===== src/rtl/im_boot_loader_if.sv =====
// Host-side load control, byte stream and instruction-memory write port of the boot loader.
// The master modport is the host/bench side; the slave modport is the loader itself.
interface im_boot_loader_if #(
  parameter int ADDR_W = 10
);
  logic              load_start;
  logic [ADDR_W:0]   load_len;
  logic              load_abort;
  logic              byte_valid;
  logic [7:0]        byte_data;
  logic              byte_ready;
  logic              im_we;
  logic [ADDR_W-1:0] im_waddr;
  logic [31:0]       im_wdata;
  logic              cpu_rst_n;
  logic              busy;
  logic              done;
  logic [ADDR_W:0]   words_loaded;
  logic [7:0]        checksum;

  modport master (
    output load_start, load_len, load_abort, byte_valid, byte_data,
    input  byte_ready, im_we, im_waddr, im_wdata, cpu_rst_n, busy, done,
           words_loaded, checksum
  );

  modport slave (
    input  load_start, load_len, load_abort, byte_valid, byte_data,
    output byte_ready, im_we, im_waddr, im_wdata, cpu_rst_n, busy, done,
           words_loaded, checksum
  );
endinterface


===== src/rtl/im_boot_loader.sv =====
// Loads a big-endian byte stream into instruction memory word by word and
// holds the CPU in reset until the requested number of words has been written.
module im_boot_loader #(
  parameter int ADDR_W = 10
) (
  input  logic            clk,
  input  logic            rst_n,
  im_boot_loader_if.slave bus
);
  typedef enum logic [1:0] {BOOT_WAIT, LOAD, RELEASE, RUN} state_t;

  localparam logic [ADDR_W:0]   MAX_WORDS = {1'b1, {ADDR_W{1'b0}}};
  localparam logic [ADDR_W:0]   ONE_WORD  = {{ADDR_W{1'b0}}, 1'b1};
  localparam logic [ADDR_W-1:0] ONE_ADDR  = {{(ADDR_W-1){1'b0}}, 1'b1};

  state_t            state_q, state_d;
  logic [1:0]        byte_cnt_q, byte_cnt_d;
  logic [23:0]       shift_q, shift_d;
  logic [ADDR_W:0]   target_q, target_d;
  logic              im_we_q, im_we_d;
  logic [ADDR_W-1:0] im_waddr_q, im_waddr_d;
  logic [31:0]       im_wdata_q, im_wdata_d;
  logic              cpu_rst_n_q, cpu_rst_n_d;
  logic              busy_q, busy_d;
  logic              done_q, done_d;
  logic [ADDR_W:0]   words_loaded_q, words_loaded_d;
  logic [7:0]        checksum_q, checksum_d;
  logic              byte_ready;
  logic              accept;
  logic              start_load;

  always_comb begin
    state_d        = state_q;
    byte_cnt_d     = byte_cnt_q;
    shift_d        = shift_q;
    target_d       = target_q;
    im_we_d        = 1'b0;
    im_waddr_d     = im_waddr_q;
    im_wdata_d     = im_wdata_q;
    cpu_rst_n_d    = cpu_rst_n_q;
    done_d         = 1'b0;
    words_loaded_d = words_loaded_q;
    checksum_d     = checksum_q;

    byte_ready = (state_q == LOAD) && !bus.load_abort;
    accept     = byte_ready && bus.byte_valid;
    start_load = bus.load_start && (bus.load_len != '0) &&
                 ((state_q == BOOT_WAIT) || (state_q == RUN));

    // Write cycle ends: count it, and step the address unless that was the last slot.
    if (im_we_q) begin
      words_loaded_d = words_loaded_q + ONE_WORD;
      if ((words_loaded_q + ONE_WORD) < target_q)
        im_waddr_d = words_loaded_q[ADDR_W-1:0] + ONE_ADDR;
    end

    case (state_q)
      BOOT_WAIT, RUN: begin
        if (bus.load_start && (bus.load_len == '0)) begin
          state_d     = RUN;
          cpu_rst_n_d = 1'b1;
          done_d      = 1'b1;
        end
      end
      LOAD: begin
        if (bus.load_abort) begin
          state_d    = BOOT_WAIT;
          byte_cnt_d = 2'd0;
          shift_d    = '0;
        end else if (accept) begin
          checksum_d = checksum_q ^ bus.byte_data;
          if (byte_cnt_q == 2'd3) begin
            im_we_d    = 1'b1;
            im_wdata_d = {shift_q, bus.byte_data};
            im_waddr_d = words_loaded_q[ADDR_W-1:0];
            byte_cnt_d = 2'd0;
            if (words_loaded_q == (target_q - ONE_WORD))
              state_d = RELEASE;
          end else begin
            shift_d    = {shift_q[15:0], bus.byte_data};
            byte_cnt_d = byte_cnt_q + 2'd1;
          end
        end
      end
      RELEASE: begin
        if (bus.load_abort) begin
          state_d = BOOT_WAIT;
        end else begin
          state_d     = RUN;
          cpu_rst_n_d = 1'b1;
          done_d      = 1'b1;
        end
      end
      default: state_d = BOOT_WAIT;
    endcase

    if (start_load) begin
      state_d        = LOAD;
      cpu_rst_n_d    = 1'b0;
      target_d       = (bus.load_len > MAX_WORDS) ? MAX_WORDS : bus.load_len;
      words_loaded_d = '0;
      checksum_d     = '0;
      byte_cnt_d     = 2'd0;
      shift_d        = '0;
      im_waddr_d     = '0;
    end

    busy_d = (state_d == LOAD) || (state_d == RELEASE);
  end

  always_ff @(posedge clk) begin
    if (!rst_n) begin
      state_q        <= BOOT_WAIT;
      byte_cnt_q     <= 2'd0;
      shift_q        <= '0;
      target_q       <= '0;
      im_we_q        <= 1'b0;
      im_waddr_q     <= '0;
      im_wdata_q     <= '0;
      cpu_rst_n_q    <= 1'b0;
      busy_q         <= 1'b0;
      done_q         <= 1'b0;
      words_loaded_q <= '0;
      checksum_q     <= '0;
    end else begin
      state_q        <= state_d;
      byte_cnt_q     <= byte_cnt_d;
      shift_q        <= shift_d;
      target_q       <= target_d;
      im_we_q        <= im_we_d;
      im_waddr_q     <= im_waddr_d;
      im_wdata_q     <= im_wdata_d;
      cpu_rst_n_q    <= cpu_rst_n_d;
      busy_q         <= busy_d;
      done_q         <= done_d;
      words_loaded_q <= words_loaded_d;
      checksum_q     <= checksum_d;
    end
  end

  assign bus.byte_ready   = byte_ready;
  assign bus.im_we        = im_we_q;
  assign bus.im_waddr     = im_waddr_q;
  assign bus.im_wdata     = im_wdata_q;
  assign bus.cpu_rst_n    = cpu_rst_n_q;
  assign bus.busy         = busy_q;
  assign bus.done         = done_q;
  assign bus.words_loaded = words_loaded_q;
  assign bus.checksum     = checksum_q;
endmodule


===== src/flat_wrapper.sv =====
// flat-port wrapper written by rule: the top's interface ports become plain ports
module im_boot_loader_flat 
#(
  parameter int ADDR_W = 10
)
  (clk, rst_n, bus_load_start, bus_load_len, bus_load_abort, bus_byte_valid, bus_byte_data, bus_byte_ready, bus_im_we, bus_im_waddr, bus_im_wdata, bus_cpu_rst_n, bus_busy, bus_done, bus_words_loaded, bus_checksum);
  im_boot_loader_if #(.ADDR_W(ADDR_W)) bus_i ();
  input  logic clk;
  input  logic rst_n;
  input wire logic [$bits(bus_i.load_start)-1:0] bus_load_start;
  input wire logic [$bits(bus_i.load_len)-1:0] bus_load_len;
  input wire logic [$bits(bus_i.load_abort)-1:0] bus_load_abort;
  input wire logic [$bits(bus_i.byte_valid)-1:0] bus_byte_valid;
  input wire logic [$bits(bus_i.byte_data)-1:0] bus_byte_data;
  output wire logic [$bits(bus_i.byte_ready)-1:0] bus_byte_ready;
  output wire logic [$bits(bus_i.im_we)-1:0] bus_im_we;
  output wire logic [$bits(bus_i.im_waddr)-1:0] bus_im_waddr;
  output wire logic [$bits(bus_i.im_wdata)-1:0] bus_im_wdata;
  output wire logic [$bits(bus_i.cpu_rst_n)-1:0] bus_cpu_rst_n;
  output wire logic [$bits(bus_i.busy)-1:0] bus_busy;
  output wire logic [$bits(bus_i.done)-1:0] bus_done;
  output wire logic [$bits(bus_i.words_loaded)-1:0] bus_words_loaded;
  output wire logic [$bits(bus_i.checksum)-1:0] bus_checksum;
  assign bus_i.load_start = bus_load_start;
  assign bus_i.load_len = bus_load_len;
  assign bus_i.load_abort = bus_load_abort;
  assign bus_i.byte_valid = bus_byte_valid;
  assign bus_i.byte_data = bus_byte_data;
  assign bus_byte_ready = bus_i.byte_ready;
  assign bus_im_we = bus_i.im_we;
  assign bus_im_waddr = bus_i.im_waddr;
  assign bus_im_wdata = bus_i.im_wdata;
  assign bus_cpu_rst_n = bus_i.cpu_rst_n;
  assign bus_busy = bus_i.busy;
  assign bus_done = bus_i.done;
  assign bus_words_loaded = bus_i.words_loaded;
  assign bus_checksum = bus_i.checksum;
  im_boot_loader #(.ADDR_W(ADDR_W)) u_core (.clk(clk), .rst_n(rst_n), .bus(bus_i));
endmodule

===== config.mk =====
export PLATFORM = sky130hd
export DESIGN_NAME = im_boot_loader_flat
export DESIGN_NICKNAME = d
export VERILOG_FILES = /design/src/rtl/im_boot_loader_if.sv /design/src/rtl/im_boot_loader.sv /design/src/flat_wrapper.sv
export SDC_FILE = /design/constraint.sdc
export NUM_CORES = 1
export LEC_CHECK = 0
export ABC_AREA = 1
export CAP_MARGIN = 10
export CORE_MARGIN = 3
export CORE_UTILIZATION = 35
export DETAILED_ROUTE_END_ITERATION = 10
export PLACE_DENSITY = 0.59
export REMOVE_ABC_BUFFERS = 1
export SLEW_MARGIN = 20
export SYNTH_ARGS = -nofsm -noshare
export SYNTH_HDL_FRONTEND = slang
export SYNTH_SLANG_ARGS = --single-unit

===== constraint.sdc =====
create_clock -name clk -period 4.6 [get_ports clk]
set_input_delay 0.92 -clock clk [delete_from_list [all_inputs] [get_ports clk]]
set_output_delay 0.92 -clock clk [all_outputs]
set_load 0.03 [all_outputs]

==> results.yml <==
sta:
  finalCriticalPeriod_ns: 3.351
  final-setup-viol-count: 0
  finalCritPeriodShare: 0.7285
  tightest_slew_ns: 0.9575
  final-max-slew-violation-count: 0
  finalHoldViolations: 0
  rsz0062_at_grt: "no"
  maxSlewHeadroom: 0.3607
  max_freq_mhz: 298.4
  fin_worst_skew_ns: 0.008313
  finalSetupTns_ns: 0
routing:
  vias: 4609
  via_per_inst: 4.967
  drt_iter0_drc: 258
  avgRoutedWirePerCell_um: 14.16
  drc: 0
  dr.pass1.iters: 4
  ant_nets: 0
  wl_um: 13140
synthesis:
  synth_ff_type: "dfxtp_1"
  synth_area_mm2: 0.004875
  synth_seq_area_share: 0.4271
  yosysUniqueCellTypes: 35
  async_flop_share: 0
  netlist_instances: 679
  ys_ff_latch: 104
  ys.warnings.count: 0
  synth.avg_cell_area_um2: 7.179
  synth_edf_count: 0
floorplanning:
  die_width_um: 124.0
  ioPinCount: 90
  rows: 42
  die_h_um: 124.0
  start_util: 0.3624
  die-area_mm2: 0.01538
  core_area_mm2: 0.01345
global_route:
  grt_pass1_wl_um: 21640
  first_global_vias: 4325
  grt_overflow_total: 0
  antenna_found_initial: 0
  grt_use_total: 0.1782
  grt_max_degree: 54
final_layout:
  multi_input_area_mm2: 0.002410
  nFillCells: 1406
  fin_cells: 928
  regArea_mm2: 0.002082
  fin_util: 0.4583
  n_antenna_cell: 0
  drive_gt1_frac: 0.04920
  area.growth.synth_to_final_pct: 26.49
  fin_nets: 787
placed_design:
  hpwlAfterDp_um: 9110
  gp_congestion: 0.8489
  portBuffers: 89
  dp_cells: 912
worst_setup_path:
  critPathMaxFanout: 12
  critical_path_class: "flip-flop to flip-flop"
  start_kind: "flip-flop"
  critPathCaptureType: "flip-flop"
  cp.required_ns: 4.85
  arrival_ns: 3.60
clock_tree:
  htreeDepth: 3
  cts_made_buffers: 9
  cts_tree: "done"
  clk_latency_ns: 0.36
  root_buffer: "clkbuf_16"
  ctsResizeCount: 0
  cts_hold_buf: 0
  cts_buffer_depth: 2
  cts_sinks: 104
  cts_setup_buffers: 0
  clkTransAtPathRegs_ns: 0.08
worst_hold_path:
  worst_hold_path_type: "flip-flop to flip-flop"
power:
  ir_worst_vdd_v: 0.0002416
  pwr_density_cell_mw_per_mm2: 383.1
  p_total_mw: 2.362
  leakage_nw: 2.624
flow_run:
  drv_cap: 0
run_status:
  outcome: "completed"
-- path summary, 6_finish.rpt --
path / start / to / slack [ns] / depth (start not counted)
worst max-delay path: u_core.bus.words_loaded[2] / u_core.bus.im_waddr[6] / 1.25 / 15
worst min-delay path: u_core.bus.cpu_rst_n / u_core.bus.cpu_rst_n / 0.46 / 2
worst max register to register: u_core.bus.words_loaded[2] / u_core.bus.im_waddr[6] / 1.25 / 15
worst min register to register: u_core.bus.cpu_rst_n / u_core.bus.cpu_rst_n / 0.46 / 2
-- cell usage in the layout (no fill, tap or decap), drive strengths merged, types with 2 or more instances in the layout --
| master | Yosys | routed |
|---|---|---|
| a21oi | 43 | 43 |
| buf | 11 | 3 |
| clkbuf | 24 | 9 |
| clkdlybuf4s50 | 0 | 89 |
| clkinv | 2 | 4 |
| dfxtp | 104 | 104 |
| ha | 16 | 16 |
| inv | 60 | 65 |
| nand2 | 149 | 149 |
| nand3 | 64 | 64 |
| nand4 | 9 | 9 |
| nor2 | 97 | 97 |
| nor3 | 3 | 3 |
| nor4 | 2 | 2 |
| o211ai | 10 | 10 |
| o21ai | 55 | 55 |
| xnor2 | 4 | 4 |
| xor2 | 19 | 19 |
-- stage by stage --
| step | hold WS, ns | instance area, µm² | worst slack [ns] |
|---|---|---|---|
| global placement | 0.4476 | 5859 | 1.024 |
| detailed placement | 0.4505 | 5859 | 0.9464 |
| floorplan | 0.4414 | 4726 | 1.458 |
| global route | 0.4912 | 6166 | 0.8218 |
| finish | 0.4567 | 6166 | 1.249 |
| CTS | 0.4619 | 6166 | 1.213 |
-- kinds of logic (layout without fill, tap and decap cells) --
| family | count (synthesis) | count (layout) | synth area share |
|---|---|---|---|
| fa+ha+maj | 16 | 16 | 0.04107 |
| compound gates | 114 | 114 | 0.1283 |
| buf+inv | 97 | 170 | 0.07854 |
| simple gates | 325 | 325 | 0.2836 |
| xor+xnor | 23 | 23 | 0.04132 |
| flops | 104 | 104 | 0.4271 |
-- final cells by class --
class                      count  area share
clock buffer                   9     0.03653
clock inverter                 7     0.01319
inverter                      62     0.03795
multi-input combinational    478      0.3908
sequential                   104      0.3377
tap                          176     0.03571
timing repair buffer          92      0.1481
-- state kept, by name, indices dropped and copies added (netlist names) --
name and count:
u_core.bus.cpu_rst_n 1, u_core.bus.im_we 1, u_core.bus.checksum 8, u_core.bus.words_loaded 11, u_core.bus.im_waddr 10, u_core.bus.busy 1
u_core.byte_cnt_q 2, u_core.shift_q 24, u_core.target_q 11, u_core.bus.im_wdata 32, u_core.state_q 2, u_core.bus.done 1
-- power breakdown --
part	leakage, nW	internal [mW]	switching [mW]	total (mW)
sequential	0.839	0.938	0.0300	0.968
combinational	1.63	0.191	0.416	0.607
clock	0.150	0.391	0.397	0.787
-- synth_stat cells, types with 8 or more instances --
| cell type | n | area, µm² |
|---|---|---|
| o211ai_1 | 10 | 75.07 |
| ha_1 | 16 | 200.2 |
| clkbuf_1 | 24 | 90.09 |
| xor2_1 | 19 | 166.4 |
| o21ai_0 | 37 | 185.2 |
| nand4_1 | 9 | 56.30 |
| inv_2 | 9 | 33.78 |
| nor2_1 | 94 | 352.8 |
| nand3_1 | 63 | 315.3 |
| dfxtp_1 | 104 | 2082 |
| a21oi_1 | 42 | 210.2 |
| nand2_1 | 149 | 559.3 |
| o21ai_1 | 18 | 90.09 |
| inv_1 | 51 | 191.4 |
| buf_2 | 8 | 40.04 |
-- worst max-delay path, stage by stage, from the launching register on --
cell and delay [ns]:
dfxtp_1 0.56, nand3_1 0.17, nor2_1 0.24, nand3_1 0.13, nor2_1 0.13, xor2_1 0.26
inv_1 0.08, ha_1 0.28, nand2_1 0.06, o2111ai_1 0.62, buf_4 0.30, o21ai_0 0.09
nand2_1 0.07, nand3_1 0.06, o211ai_1 0.13, inv_1 0.06
-- routing by layer --
metal	routed length (µm)	track usage	part of all wire	up-vias
met1	5958	0.2340	0.45	2145
met4	222	0.04791	0.017	0
li1	-	-	-	2338
met5	0	0	0	-
met2	6072	0.2846	0.46	112
met3	884	0.05495	0.067	14
(Power assumes the default switching activity.)
